<file path="config.mk">
export PLATFORM = sky130hd
export DESIGN_NAME = onehot_span_decoder
export DESIGN_NICKNAME = d
export VERILOG_FILES = /design/src/rtl/onehot_span_decoder.sv
export SDC_FILE = /design/constraint.sdc
export NUM_CORES = 1
export LEC_CHECK = 0
export CAP_MARGIN = 30
export CORE_UTILIZATION = 50
export CTS_CLUSTER_DIAMETER = 50
export CTS_CLUSTER_SIZE = 24
export DETAILED_ROUTE_END_ITERATION = 10
export PLACE_DENSITY = 0.88
export SYNTH_ARGS = -nofsm -noshare
export SYNTH_HDL_FRONTEND = slang
export SYNTH_SLANG_ARGS = --single-unit
</file>
<file path="constraint.sdc">
create_clock -name clk_i -period 2.8 [get_ports clk_i]
set_input_delay 0.84 -clock clk_i [delete_from_list [all_inputs] [get_ports clk_i]]
set_output_delay 0.84 -clock clk_i [all_outputs]
set_load 0.02 [all_outputs]
</file>
<file path="src/rtl/onehot_span_decoder.sv">
// Two-stage decoder for leftmost/rightmost one-hot vectors: binary indices, span,
// malformed-word flag and saturating word/error counters.
module onehot_span_decoder #(
  parameter int WIDTH = 16,
  parameter int CNT_W = 16,
  localparam int IDX_W = $clog2(WIDTH)
) (
  input  logic             clk_i,
  input  logic             rst_n_i,
  input  logic [WIDTH-1:0] data_left_i,
  input  logic [WIDTH-1:0] data_right_i,
  input  logic             data_val_i,
  input  logic             clr_cnt_i,
  output logic [IDX_W-1:0] left_idx_o,
  output logic [IDX_W-1:0] right_idx_o,
  output logic [IDX_W:0]   span_o,
  output logic             data_val_o,
  output logic             err_o,
  output logic [CNT_W-1:0] word_cnt_o,
  output logic [CNT_W-1:0] err_cnt_o
);

  // Positions whose binary index has bit b set; OR-ing the masked vector yields index bit b.
  function automatic logic [WIDTH-1:0] idx_bit_mask(input int b);
    logic [WIDTH-1:0] m;
    m = '0;
    for (int i = 0; i < WIDTH; i++) begin
      m[i] = ((i >> b) & 1) != 0;
    end
    return m;
  endfunction

  logic [IDX_W-1:0] left_bin;
  logic [IDX_W-1:0] right_bin;

  for (genvar gi = 0; gi < IDX_W; gi++) begin : g_bin
    localparam logic [WIDTH-1:0] BIT_MASK = idx_bit_mask(gi);
    assign left_bin[gi]  = |(data_left_i & BIT_MASK);
    assign right_bin[gi] = |(data_right_i & BIT_MASK);
  end

  logic left_zero, left_multi, left_onehot;
  logic right_zero, right_multi, right_onehot;

  // v & (v-1) clears the lowest set bit; anything left over means more than one bit.
  assign left_zero    = ~|data_left_i;
  assign left_multi   = |(data_left_i & (data_left_i - WIDTH'(1)));
  assign left_onehot  = ~left_zero & ~left_multi;
  assign right_zero   = ~|data_right_i;
  assign right_multi  = |(data_right_i & (data_right_i - WIDTH'(1)));
  assign right_onehot = ~right_zero & ~right_multi;

  logic             s1_val_reg;
  logic [IDX_W-1:0] s1_left_idx_reg;
  logic [IDX_W-1:0] s1_right_idx_reg;
  logic             s1_left_zero_reg, s1_left_multi_reg, s1_left_onehot_reg;
  logic             s1_right_zero_reg, s1_right_multi_reg, s1_right_onehot_reg;

  always_ff @(posedge clk_i or negedge rst_n_i) begin
    if (!rst_n_i) begin
      s1_val_reg          <= 1'b0;
      s1_left_idx_reg     <= '0;
      s1_right_idx_reg    <= '0;
      s1_left_zero_reg    <= 1'b0;
      s1_left_multi_reg   <= 1'b0;
      s1_left_onehot_reg  <= 1'b0;
      s1_right_zero_reg   <= 1'b0;
      s1_right_multi_reg  <= 1'b0;
      s1_right_onehot_reg <= 1'b0;
    end else begin
      s1_val_reg <= data_val_i;
      if (data_val_i) begin
        s1_left_idx_reg     <= left_bin;
        s1_right_idx_reg    <= right_bin;
        s1_left_zero_reg    <= left_zero;
        s1_left_multi_reg   <= left_multi;
        s1_left_onehot_reg  <= left_onehot;
        s1_right_zero_reg   <= right_zero;
        s1_right_multi_reg  <= right_multi;
        s1_right_onehot_reg <= right_onehot;
      end
    end
  end

  logic             word_err;
  logic             word_normal;
  logic [IDX_W-1:0] left_idx_next;
  logic [IDX_W-1:0] right_idx_next;
  logic [IDX_W:0]   span_next;
  logic [CNT_W-1:0] word_cnt_next;
  logic [CNT_W-1:0] err_cnt_next;

  logic             data_val_reg;
  logic             err_reg;
  logic [IDX_W-1:0] left_idx_reg;
  logic [IDX_W-1:0] right_idx_reg;
  logic [IDX_W:0]   span_reg;
  logic [CNT_W-1:0] word_cnt_reg;
  logic [CNT_W-1:0] err_cnt_reg;

  always_comb begin
    word_err = s1_left_multi_reg | s1_right_multi_reg
             | (s1_left_zero_reg ^ s1_right_zero_reg)
             | (s1_left_onehot_reg & s1_right_onehot_reg
                & (s1_left_idx_reg < s1_right_idx_reg));
    word_normal    = s1_left_onehot_reg & s1_right_onehot_reg & ~word_err;
    left_idx_next  = '0;
    right_idx_next = '0;
    span_next      = '0;
    if (word_normal) begin
      left_idx_next  = s1_left_idx_reg;
      right_idx_next = s1_right_idx_reg;
      span_next      = {1'b0, s1_left_idx_reg} - {1'b0, s1_right_idx_reg} + (IDX_W+1)'(1);
    end
  end

  // Counters move on the edge that presents the word; a coincident clear takes priority.
  always_comb begin
    word_cnt_next = word_cnt_reg;
    err_cnt_next  = err_cnt_reg;
    if (clr_cnt_i) begin
      word_cnt_next = '0;
      err_cnt_next  = '0;
    end else if (s1_val_reg) begin
      if (word_cnt_reg != '1) word_cnt_next = word_cnt_reg + CNT_W'(1);
      if (word_err && err_cnt_reg != '1) err_cnt_next = err_cnt_reg + CNT_W'(1);
    end
  end

  always_ff @(posedge clk_i or negedge rst_n_i) begin
    if (!rst_n_i) begin
      data_val_reg  <= 1'b0;
      err_reg       <= 1'b0;
      left_idx_reg  <= '0;
      right_idx_reg <= '0;
      span_reg      <= '0;
      word_cnt_reg  <= '0;
      err_cnt_reg   <= '0;
    end else begin
      data_val_reg <= s1_val_reg;
      word_cnt_reg <= word_cnt_next;
      err_cnt_reg  <= err_cnt_next;
      if (s1_val_reg) begin
        err_reg       <= word_err;
        left_idx_reg  <= left_idx_next;
        right_idx_reg <= right_idx_next;
        span_reg      <= span_next;
      end
    end
  end

  assign data_val_o  = data_val_reg;
  assign err_o       = err_reg;
  assign left_idx_o  = left_idx_reg;
  assign right_idx_o = right_idx_reg;
  assign span_o      = span_reg;
  assign word_cnt_o  = word_cnt_reg;
  assign err_cnt_o   = err_cnt_reg;

endmodule

</file>
==> flow_summary.json <==
{
  "dp_slack_ps": -168,
  "hold_path.class": "input pin to async pin",
  "maxCapViolations": 0,
  "worstSetupEndpointType": "register",
  "fmax_mhz": 377,
  "design_area_mm2": 0.00480,
  "finalCritPeriodShare_pct": 94.7,
  "swShare_pct": 22.7,
  "h-tree-depth": 3,
  "vias": 3386,
  "wl_per_cell_um": 15.3,
  "layout_commonest_cell": "clkdlybuf4s50_1",
  "synth_area_leaders": "dfrtp_1 44%, nor2_1 4.3%, ha_1 3.9%",
  "synth_top_cell_by_area": "dfrtp_1",
  "fp.dieW_um": 86.0,
  "ys.flop_type": "dfrtp_1",
  "cts_made_buffers": 9,
  "final_antenna_net_count": 0,
  "startpoint": "data_right_i[0]",
  "worst_slew_pin_slew_ps": 653,
  "synthesis.nets": 411,
  "status": "completed",
  "clock_latency_ps": 330,
  "clk_pin_slew_worst_paths_ps": 70,
  "cts_hold_buf": 0,
  "post-cts-setup-buffers": 0,
  "gp_congestion": 0.886,
  "cp_slowest_cell": "or4_4",
  "p_comb_share_pct": 10.5,
  "min_period_ps": 2650,
  "hold_viol": 0,
  "drtPass1Iterations": 6,
  "fin_setup_tns_ps": 0,
  "seq_power_share_pct": 46.2,
  "synth_cell_type_count": 56,
  "drtIter0Drc": 266,
  "cp-start-kind": "input pin",
  "cts_tree": "done",
  "avgViaCountPerCell": 6.00,
  "diodes": 0,
  "netlist_instances": 362,
  "relSlewSlack_pct": 56.3,
  "setup_violations": 0,
  "syn_area_per_cell_um2": 9.74,
  "synth_top_area_share_pct": 44.0,
  "core_mm2": 0.00679,
  "layout_common_cells": "81 x clkdlybuf4s50_1, 62 x dfrtp_1, 40 x nor2_1",
  "start_util_pct": 51.9,
  "yosys_warnings": 0,
  "grt-ovfl-total": 0,
  "area_delta_synth_final_pct": 36.2,
  "placed_cell_area_mm2": 0.00458,
  "clock-sinks": 62,
  "path_class": "input pin to register",
  "powerDensity_mw_per_mm2": 411,
  "grt_max_degree": 63,
  "post-dp-hpwl_um": 6210,
  "fin_ws_ps": 147,
  "p_int_mw": 1.53,
  "cts.path.max_buffers": 2,
  "grt_first_pass_wirelength_um": 14600,
  "yosysSeqAreaShare_pct": 44.0,
  "critPathMaxFanout": 4,
  "rsz0062_at_grt": "false",
  "drc": 0,
  "required_ps": 3020,
  "totalWireLength_um": 8640,
  "clock_power_share_pct": 43.3,
  "first_global_vias": 3230,
  "grt_usage_pct": 24.8,
  "die_area_mm2": 0.00739,
  "ir_worst_vdd_uv": 224,
  "leakage_nw": 2.00,
  "fin_nets": 512,
  "synth_edf_count": 0,
  "critical-path-max-stage-delay_ps": 580,
  "fin_skew_ps": 7.23,
  "cts_resized": 0,
  "fp.dieH_um": 86.0,
  "path_cells": "clkdlybuf4s50_1 -> or4_4 -> nor4b_1 -> nor3_1 -> a2111o_1 -> o22a_1",
  "slew_violations": 0,
  "io_pins": 83,
  "power_switching_mw": 0.449,
  "cp.arrival_ps": 2870,
  "rr_startpoint": "s1_left_idx_reg[1]",
  "layout-drive-gt1-share_pct": 10.7,
  "syn_area_mm2": 0.00353,
  "cts_root_buf": "clkbuf_8",
  "antenna_found_initial": 0,
  "synth-seq-cells": 62,
  "rows": 30,
  "post-route-util_pct": 70.7,
  "io_buffers": 82,
  "synthArstFlopShare_pct": 100
}
-- worst paths after layout --
path,slack (ps),depth (start not counted),end
hold reg to reg,510,1,s1_left_multi_reg
min in group clk_i,510,1,s1_left_multi_reg
max in group asynchronous,2020,2,s1_right_onehot_reg
hold / removal,500,2,err_cnt_o[8]
setup reg to reg,290,8,err_cnt_o[13]
setup / recovery,150,6,s1_right_multi_reg
-- Yosys cell counts (all sizes together), types with 5 or more instances --
cell    count
xnor2       5
a21oi      18
a22o       13
nand4       9
o211ai      8
nor2       40
nand3      12
or3         5
o21ai      10
clkbuf     12
dfrtp      62
nor4        9
o31ai      10
ha         11
nor3        8
and4        5
and3       10
a31oi       7
or4        12
xor2       13
nand2       8
inv        20
-- power by group through the flow --
stage	registers [mW]	logic (mW)	clock network, mW
after floorplan	0.937	0.0632	0
after global placement	0.928	0.200	0
after detailed placement	0.929	0.207	0
after CTS	0.912	0.208	0.873
after global routing	0.914	0.227	0.918
final	0.913	0.207	0.855
-- critical path: cells and delay by family --
kind            cells  cell delay (ps)
compound gates      2              510
buf+inv             1              430
simple gates        3             1090
-- cell families (layout without fill, tap and decap cells) --
logic type / Yosys count / in the layout / synth area share [%]
simple gates: 132 / 132 / 21.2
buf+inv: 35 / 141 / 3.83
fa+ha+maj: 16 / 16 / 5.92
flops: 62 / 62 / 44.0
mux: 6 / 6 / 1.84
compound gates: 93 / 93 / 18.7
xor+xnor: 18 / 18 / 4.47
-- cell type report --
class	count	area, um2
clock buffers	12	145
clock inverters	4	70.1
fillers	504	1990
inverters	20	75.1
multi-input cells	265	1840
flip-flops and latches	62	1550
well taps	96	120
repair buffers	105	1000
-- routing by layer --
layer	routed length [um]	track usage, %	share of wire [%]
met4	115	9.55	1.3
met3	531	5.58	6.1
met2	4400	42.5	51
met5	0	0	0
met1	3600	30.3	42
-- stage by stage --
step / total power, mW / hold WS [ps] / cells
floorplan: 1.00 / 426 / 362
global placement: 1.13 / 463 / 547
detailed placement: 1.14 / 481 / 547
CTS: 1.99 / 507 / 563
global route: 2.06 / 526 / 564
finish: 1.97 / 499 / 564
Note: power is estimated with default switching activity, not from simulation.
